$ cat src/rtl/icache_refill_axi_pkg.sv
// rtl/icache_refill_axi_pkg.sv - shared AXI and icache refill types
package icache_refill_axi_pkg;

  localparam int ICACHE_LINE_SIZE  = 32;
  localparam int ICACHE_LINE_WORDS = ICACHE_LINE_SIZE / 4;

  typedef enum logic [1:0] {
    AXI_BURST_FIXED = 2'b00,
    AXI_BURST_INCR  = 2'b01,
    AXI_BURST_WRAP  = 2'b10
  } axi_burst_type_t;

  typedef enum logic [2:0] {
    AXI_SIZE_1B   = 3'd0,
    AXI_SIZE_2B   = 3'd1,
    AXI_SIZE_4B   = 3'd2,
    AXI_SIZE_8B   = 3'd3,
    AXI_SIZE_16B  = 3'd4,
    AXI_SIZE_32B  = 3'd5,
    AXI_SIZE_64B  = 3'd6,
    AXI_SIZE_128B = 3'd7
  } axi_size_t;

  typedef enum logic [1:0] {
    AXI_RESP_OKAY   = 2'b00,
    AXI_RESP_EXOKAY = 2'b01,
    AXI_RESP_SLVERR = 2'b10,
    AXI_RESP_DECERR = 2'b11
  } axi_resp_t;

  typedef enum logic [1:0] {
    IDLE = 2'd0,
    ADDR = 2'd1,
    DATA = 2'd2,
    DONE = 2'd3
  } icache_refill_state_t;

endpackage

$ cat src/rtl/icache_refill_axi.sv
// rtl/icache_refill_axi.sv - AXI4 read master refilling one icache line per miss
module icache_refill_axi
  import icache_refill_axi_pkg::*;
#(
  parameter logic [3:0] AXI_ID     = 4'd0,
  parameter int         LINE_WORDS = ICACHE_LINE_WORDS
) (
  input  logic                       clk,
  input  logic                       rst,
  input  logic                       req_valid,
  output logic                       req_ready,
  input  logic [31:0]                req_addr,
  output logic                       line_valid,
  output logic [32*LINE_WORDS-1:0]   line_data,
  output logic                       line_err,
  output logic [3:0]                 m_arid,
  output logic [31:0]                m_araddr,
  output logic [7:0]                 m_arlen,
  output logic [2:0]                 m_arsize,
  output logic [1:0]                 m_arburst,
  output logic                       m_arvalid,
  input  logic                       m_arready,
  input  logic [3:0]                 m_rid,
  input  logic [31:0]                m_rdata,
  input  logic [1:0]                 m_rresp,
  input  logic                       m_rlast,
  input  logic                       m_rvalid,
  output logic                       m_rready
);

  localparam int IDX_W = $clog2(LINE_WORDS);
  localparam int CNT_W = IDX_W + 1;
  localparam logic [CNT_W-1:0] LAST_BEAT = CNT_W'(LINE_WORDS - 1);
  localparam logic [CNT_W-1:0] FULL_CNT  = CNT_W'(LINE_WORDS);

  icache_refill_state_t state_q, state_d;
  logic [31:0]          addr_q, addr_d;
  logic [CNT_W-1:0]     cnt_q, cnt_d;
  logic                 err_q, err_d;
  logic [31:0]          words_q [LINE_WORDS];
  logic [31:0]          words_d [LINE_WORDS];
  logic                 beat;
  logic                 unused_addr_bits;

  assign unused_addr_bits = ^req_addr[4:0];
  assign beat = m_rvalid && m_rready;

  always_comb begin
    state_d = state_q;
    addr_d  = addr_q;
    cnt_d   = cnt_q;
    err_d   = err_q;
    words_d = words_q;
    unique case (state_q)
      IDLE: begin
        if (req_valid) begin
          addr_d  = {req_addr[31:5], 5'b0};
          cnt_d   = '0;
          err_d   = 1'b0;
          state_d = ADDR;
        end
      end
      ADDR: begin
        if (m_arready) state_d = DATA;
      end
      DATA: begin
        if (beat) begin
          // Overrun beats are still drained so the slave can reach rlast.
          if (cnt_q < FULL_CNT) begin
            words_d[cnt_q[IDX_W-1:0]] = m_rdata;
            cnt_d = cnt_q + 1'b1;
          end else begin
            err_d = 1'b1;
          end
          if (m_rresp != AXI_RESP_OKAY || m_rid != AXI_ID) err_d = 1'b1;
          if (m_rlast) begin
            state_d = DONE;
            if (cnt_q != LAST_BEAT) err_d = 1'b1;
          end
        end
      end
      DONE: begin
        state_d = IDLE;
      end
      default: state_d = IDLE;
    endcase
  end

  always_ff @(posedge clk or posedge rst) begin
    if (rst) begin
      state_q <= IDLE;
      addr_q  <= '0;
      cnt_q   <= '0;
      err_q   <= 1'b0;
      for (int i = 0; i < LINE_WORDS; i++) words_q[i] <= '0;
    end else begin
      state_q <= state_d;
      addr_q  <= addr_d;
      cnt_q   <= cnt_d;
      err_q   <= err_d;
      words_q <= words_d;
    end
  end

  assign req_ready  = (state_q == IDLE);
  assign m_arvalid  = (state_q == ADDR);
  assign m_rready   = (state_q == DATA);
  assign line_valid = (state_q == DONE);
  assign line_err   = line_valid && err_q;

  assign m_arid    = AXI_ID;
  assign m_araddr  = addr_q;
  assign m_arlen   = 8'(LINE_WORDS - 1);
  assign m_arsize  = AXI_SIZE_4B;
  assign m_arburst = AXI_BURST_INCR;

  for (genvar k = 0; k < LINE_WORDS; k++) begin : g_line
    assign line_data[32*k +: 32] = words_q[k];
  end

endmodule

$ cat config.mk
export PLATFORM = sky130hd
export DESIGN_NAME = icache_refill_axi
export DESIGN_NICKNAME = d
export VERILOG_FILES = /design/src/rtl/icache_refill_axi_pkg.sv /design/src/rtl/icache_refill_axi.sv
export SDC_FILE = /design/constraint.sdc
export NUM_CORES = 1
export LEC_CHECK = 0
export CORE_ASPECT_RATIO = 1.2
export CORE_MARGIN = 3
export CORE_UTILIZATION = 42
export CTS_BUF_LIST = sky130_fd_sc_hd__clkbuf_4 sky130_fd_sc_hd__clkbuf_8
export DETAILED_ROUTE_END_ITERATION = 8
export PLACE_DENSITY = 0.81
export SYNTH_ARGS = -nofsm -noshare
export SYNTH_HDL_FRONTEND = slang
export SYNTH_SLANG_ARGS = --single-unit
$ cat constraint.sdc
create_clock -name clk -period 9.5 [get_ports clk]
set_input_delay 1.9 -clock clk [delete_from_list [all_inputs] [get_ports clk]]
set_output_delay 1.9 -clock clk [all_outputs]
set_load 0.03 [all_outputs]
# Word-level counts from Yosys, hierarchy flattened
# Index checks and enable logic that the tools add are counted.
# Widths: inputs -> output; s select.
op_classes:
  n_addsub: 1
  eq_ne: 9
  mux: 19
  bitwise: 1
  n_reduce_logical: 13
  n_lt_le_gt_ge: 3
op_table:
  columns: ["operator", "n"]
  rows:
  - ["$bwmux 256", 1]
  - ["$demux 32 s3", 1]
  - ["$mux 32", 1]
  - ["$mux 4", 3]
  - ["$mux 2", 4]
  - ["$pmux 2 s4", 1]
  - ["$pmux 4 s2", 1]
  - ["$reduce_and 4->1", 2]
  - ["$mux 1", 6]
  - ["$ne 2x1->1 const B", 3]
  - ["$reduce_and 3->1", 2]
  - ["$add 4x1->4 const B", 1]
  - ["$eq 2x2->1 const B", 2]
  - ["$ge 4x4->1 const B", 1]
  - ["$lt 4x1->1 const B", 1]
  - ["$lt 4x4->1 const B", 1]
  - ["$ne 2x2->1 const B", 2]
  - ["$ne 4x3->1 const B", 1]
  - ["$not 3->4", 1]
  - ["$reduce_bool 2->1", 2]
  - ["$reduce_bool 4->1", 1]
  - ["$logic_and 1x1->1", 3]
  - ["$eq 2x1->1 const B", 1]
  - ["$logic_not 2->1", 1]
  - ["other kinds (3)", 3]
totals:
  reg_bits: 290
  input_bits: 76
  elab_cells: 58
  out_inout_bits: 310

# Logic depth before layout (Yosys ltp)
depth:
  word_depth: 7
  ltp_mapped: 7
  depth_no_buf: 5

# Least setup slack after synthesis
# Ideal clock, no wire load.
synth_timing:
  kind: "input to register"
  from: "input m_rvalid"
  to: "register words_q (netlist bit line_data[100])"
  cell_stages: 4
  n_path_buf: 1
  setup_slack_ns: 6.459
  setup_time_ns: 0.125
  arrival_time_ns: 2.917
  required_ns: 9.375
  cell_sequence: "nand4b_1 -> nor3b_2 -> buf_6 -> mux2_2"
synth_between:
  elab_chain_cells: 2
synth_lines:
  columns: ["element", "line_no", "text"]
  rows:
  - ["start, declared", "icache_refill_axi.sv:27", "input logic m_rvalid,"]
  - ["$logic_and 1x1->1", "icache_refill_axi.sv:46", "assign beat = m_rvalid && m_rready;"]
  - ["$reduce_and 3->1 (no source line)", null, null]
  - ["end signal, assigned", "icache_refill_axi.sv:101", "words_q <= words_d;"]
  - ["end, declared", "icache_refill_axi.sv:40", "logic [31:0] words_q [LINE_WORDS];"]
# Every way passes these cells.
# A chain may end at the register's enable or synchronous reset.

# Worst setup path after layout
layout_timing:
  from: "register state_q[0]"
  to: "output m_rready"
layout_between:
  elab_chain_cells: 1
layout_lines:
  columns: ["element", "line_no", "text"]
  rows:
  - ["start, declared", "icache_refill_axi.sv:36", "icache_refill_state_t state_q, state_d;"]
  - ["start signal, assigned", "icache_refill_axi.sv:97", "state_q <= state_d;"]
  - ["$eq 2x2->1", "icache_refill_axi.sv:107", "assign m_rready = (state_q == DATA);"]
  - ["end, declared", "icache_refill_axi.sv:28", "output logic m_rready"]
# Every way passes these cells.

==> results.toml <==
[clock_tree]
cts_hold_buf = 0
clockRootBuffer = "clkbuf_8"
cts_buffers = 46
cts_sinks = 290
cts_tree = "yes"
worstSkewPairLatency_ps = 540
clkTransAtPathRegs_ps = 60
cts.path.max_buffers = 3
h-tree-depth = 2
cts-resized-gates = 0
cts_setup_buffers = 0

[finish]
num_antenna_cells = 0
drive_above_1_share_pct = 35.1
fillers = 1938
area_growth_pct = 44.0
final_cell_mix = "clkdlybuf4s50_1, dfrtp_1, mux2_2, clkbuf_8, conb_1"
fin_cells = 1427
final_common_cell = "clkdlybuf4s50_1"
fin_nets = 1141
design_area_sq_um = 16100

[global_routing]
grt_pass1_vias = 7714
antenna_found_initial = 1
grt_max_degree = 170
grt_pass1_wl_microns = 46000
use_met2_pct = 36.8
grt_busiest_layer = "met2"
grt_use_met3_pct = 5.61
grtUsageTotal_pct = 20.6
grt_overflow = 0
grt.met1_usage_pct = 24.3

[die]
start_util_pct = 43.2
die_x_microns = 155
fp.coreArea_sq_um = 25900
rows = 64
io_pins = 386
die_y_microns = 185
die-area_sq_um = 28600

[sta]
fin_crit_sh_pct = 44.6
slew_violations = 0
holdWs_ps = 497
tightest_slew_ps = 1170
relSlewSlack_pct = 21.4
hold_viol = 0
clock_skew_ps = 19.4
grt_setup_unrepaired = "false"
fin_setup_tns_ps = 0
setup_violations = 0
max_clock_freq_mhz = 236
post-route-min-period_ps = 4240

[synthesis]
synthFlopType = "dfrtp_1"
ys_ff_latch = 290
ys_types = 35
syn-instance-count = 679
synth_area_sq_um = 11200
yosysSeqAreaShare_pct = 64.9
synth_edf_count = 0
syn_avg_cell_area_sq_um = 16.5
async_flop_share_pct = 100
ys_warn_count = 0

[drt]
drtAntennaViolNets = 0
vias_per_cell = 4.98
vias = 7105
routedWlPerCell_microns = 20.9
drt_pass1_iterations = 4
drc_errors = 0
drtIter0Drc = 233
wl_microns = 29800

[power_and_ir_drop]
power_uw = 5800
power_density_nw_per_um2 = 360
p_leak_uw = 0.00742
ir_worst_vdd_v = 0.000254

[setup_path]
endpoint_kind = "output port"
critPathMaxFanout = 17
cp_data_required_time_ps = 7600
arrival_ps = 2340
crit_type = "flop to output port"
start_kind = "flop"

[status]
status = "completed"

[run]
maxCapViolations = 0

[placed_design]
dp.cells = 1342
placed_cell_area_sq_um = 15000
port_buffers = 358
place.gp.congestion = 0.788
dp_hpwl_microns = 20100

[worst_hold_path]
min_path_type = "flop to flop"
## flip-flops by register name, summed over array words and instances, names as in the netlist
name,count
line_data,256
m_araddr,27
cnt_q,4
state_q,2
err_q,1
## cell usage after synthesis (3+ instances only)
cell      count  area share [%]
clkbuf_1      3            0.10
mux2_1        3            0.30
mux2_2      282              28
buf_6         3            0.30
nand2_1       7            0.24
dfrtp_1     290              65
ha_1          5            0.56
nor2b_1       5            0.28
inv_1         5            0.17
buf_2        20            0.90
nand3_1       3            0.13
buf_4        25             1.7
## report_power, final
part	leakage (uW)	internal, uW	total [uW]	switching (uW)
Clock	0.000576	709	1190	483
Sequential	0.00381	1700	1940	244
Combinational	0.00303	1200	2670	1470
Total	0.00742	3600	5800	2200
## worst paths after layout
path / start / end / slack [ps] / cells after the start
worst min register to register: line_data[153] / line_data[153] / 500 / 1
worst max-delay path: state_q[0] / m_rready / 5260 / 3
min in group asynchronous: rst / line_data[12] / 2000 / 3
max in group asynchronous: rst / m_araddr[6] / 5950 / 4
worst max register to register: state_q[0] / line_data[225] / 6670 / 6
worst min-delay path: line_data[153] / line_data[153] / 500 / 1
## routing by layer
metal / part of all wire, % / vias to the layer above
met5: 0.060 / -
met4: 2.2 / 2
met3: 6.9 / 49
met2: 53 / 268
met1: 38 / 3640
li1: - / 3146
## stage by stage
step           setup slack (ps)  util (%)
2_1_floorplan              3750         -
3_5_place_dp               4880      58.1
4_1_cts                    5220      62.2
3_3_place_gp               4970      58.1
6_report                   5260      62.2
5_1_grt                    5120      62.2
## critical path, cell delays in order (launching register included)
cell and delay, ps:
dfrtp_1 410, inv_1 100, ha_1 510, clkdlybuf4s50_1 800
## cell families (layout without fill, tap and decap cells)
| logic type | Yosys count | count (layout) | synth area share, % |
|---|---|---|---|
| DFF | 290 | 290 | 64.9 |
| buffers and inverters | 57 | 455 | 3.19 |
| AOI/OAI and AO/OA | 12 | 12 | 0.885 |
| and+or+nand+nor | 27 | 27 | 1.56 |
| adders and majority gates | 5 | 5 | 0.560 |
| other | 2 | 22 | 0.0672 |
| muxes | 286 | 286 | 28.8 |
## final cells by class
class | instances | area [sq um] | share of cell area (%)
flip-flops and latches | 290 | 7260 | 45.1
multi-input cells | 352 | 3680 | 22.8
repair buffers | 365 | 3650 | 22.7
clock buffers | 72 | 935 | 5.81
well taps | 330 | 413 | 2.57
clock inverters | 13 | 140 | 0.871
inverters | 5 | 22.5 | 0.140
No activity file was read; power rests on OpenSTA's default activity.
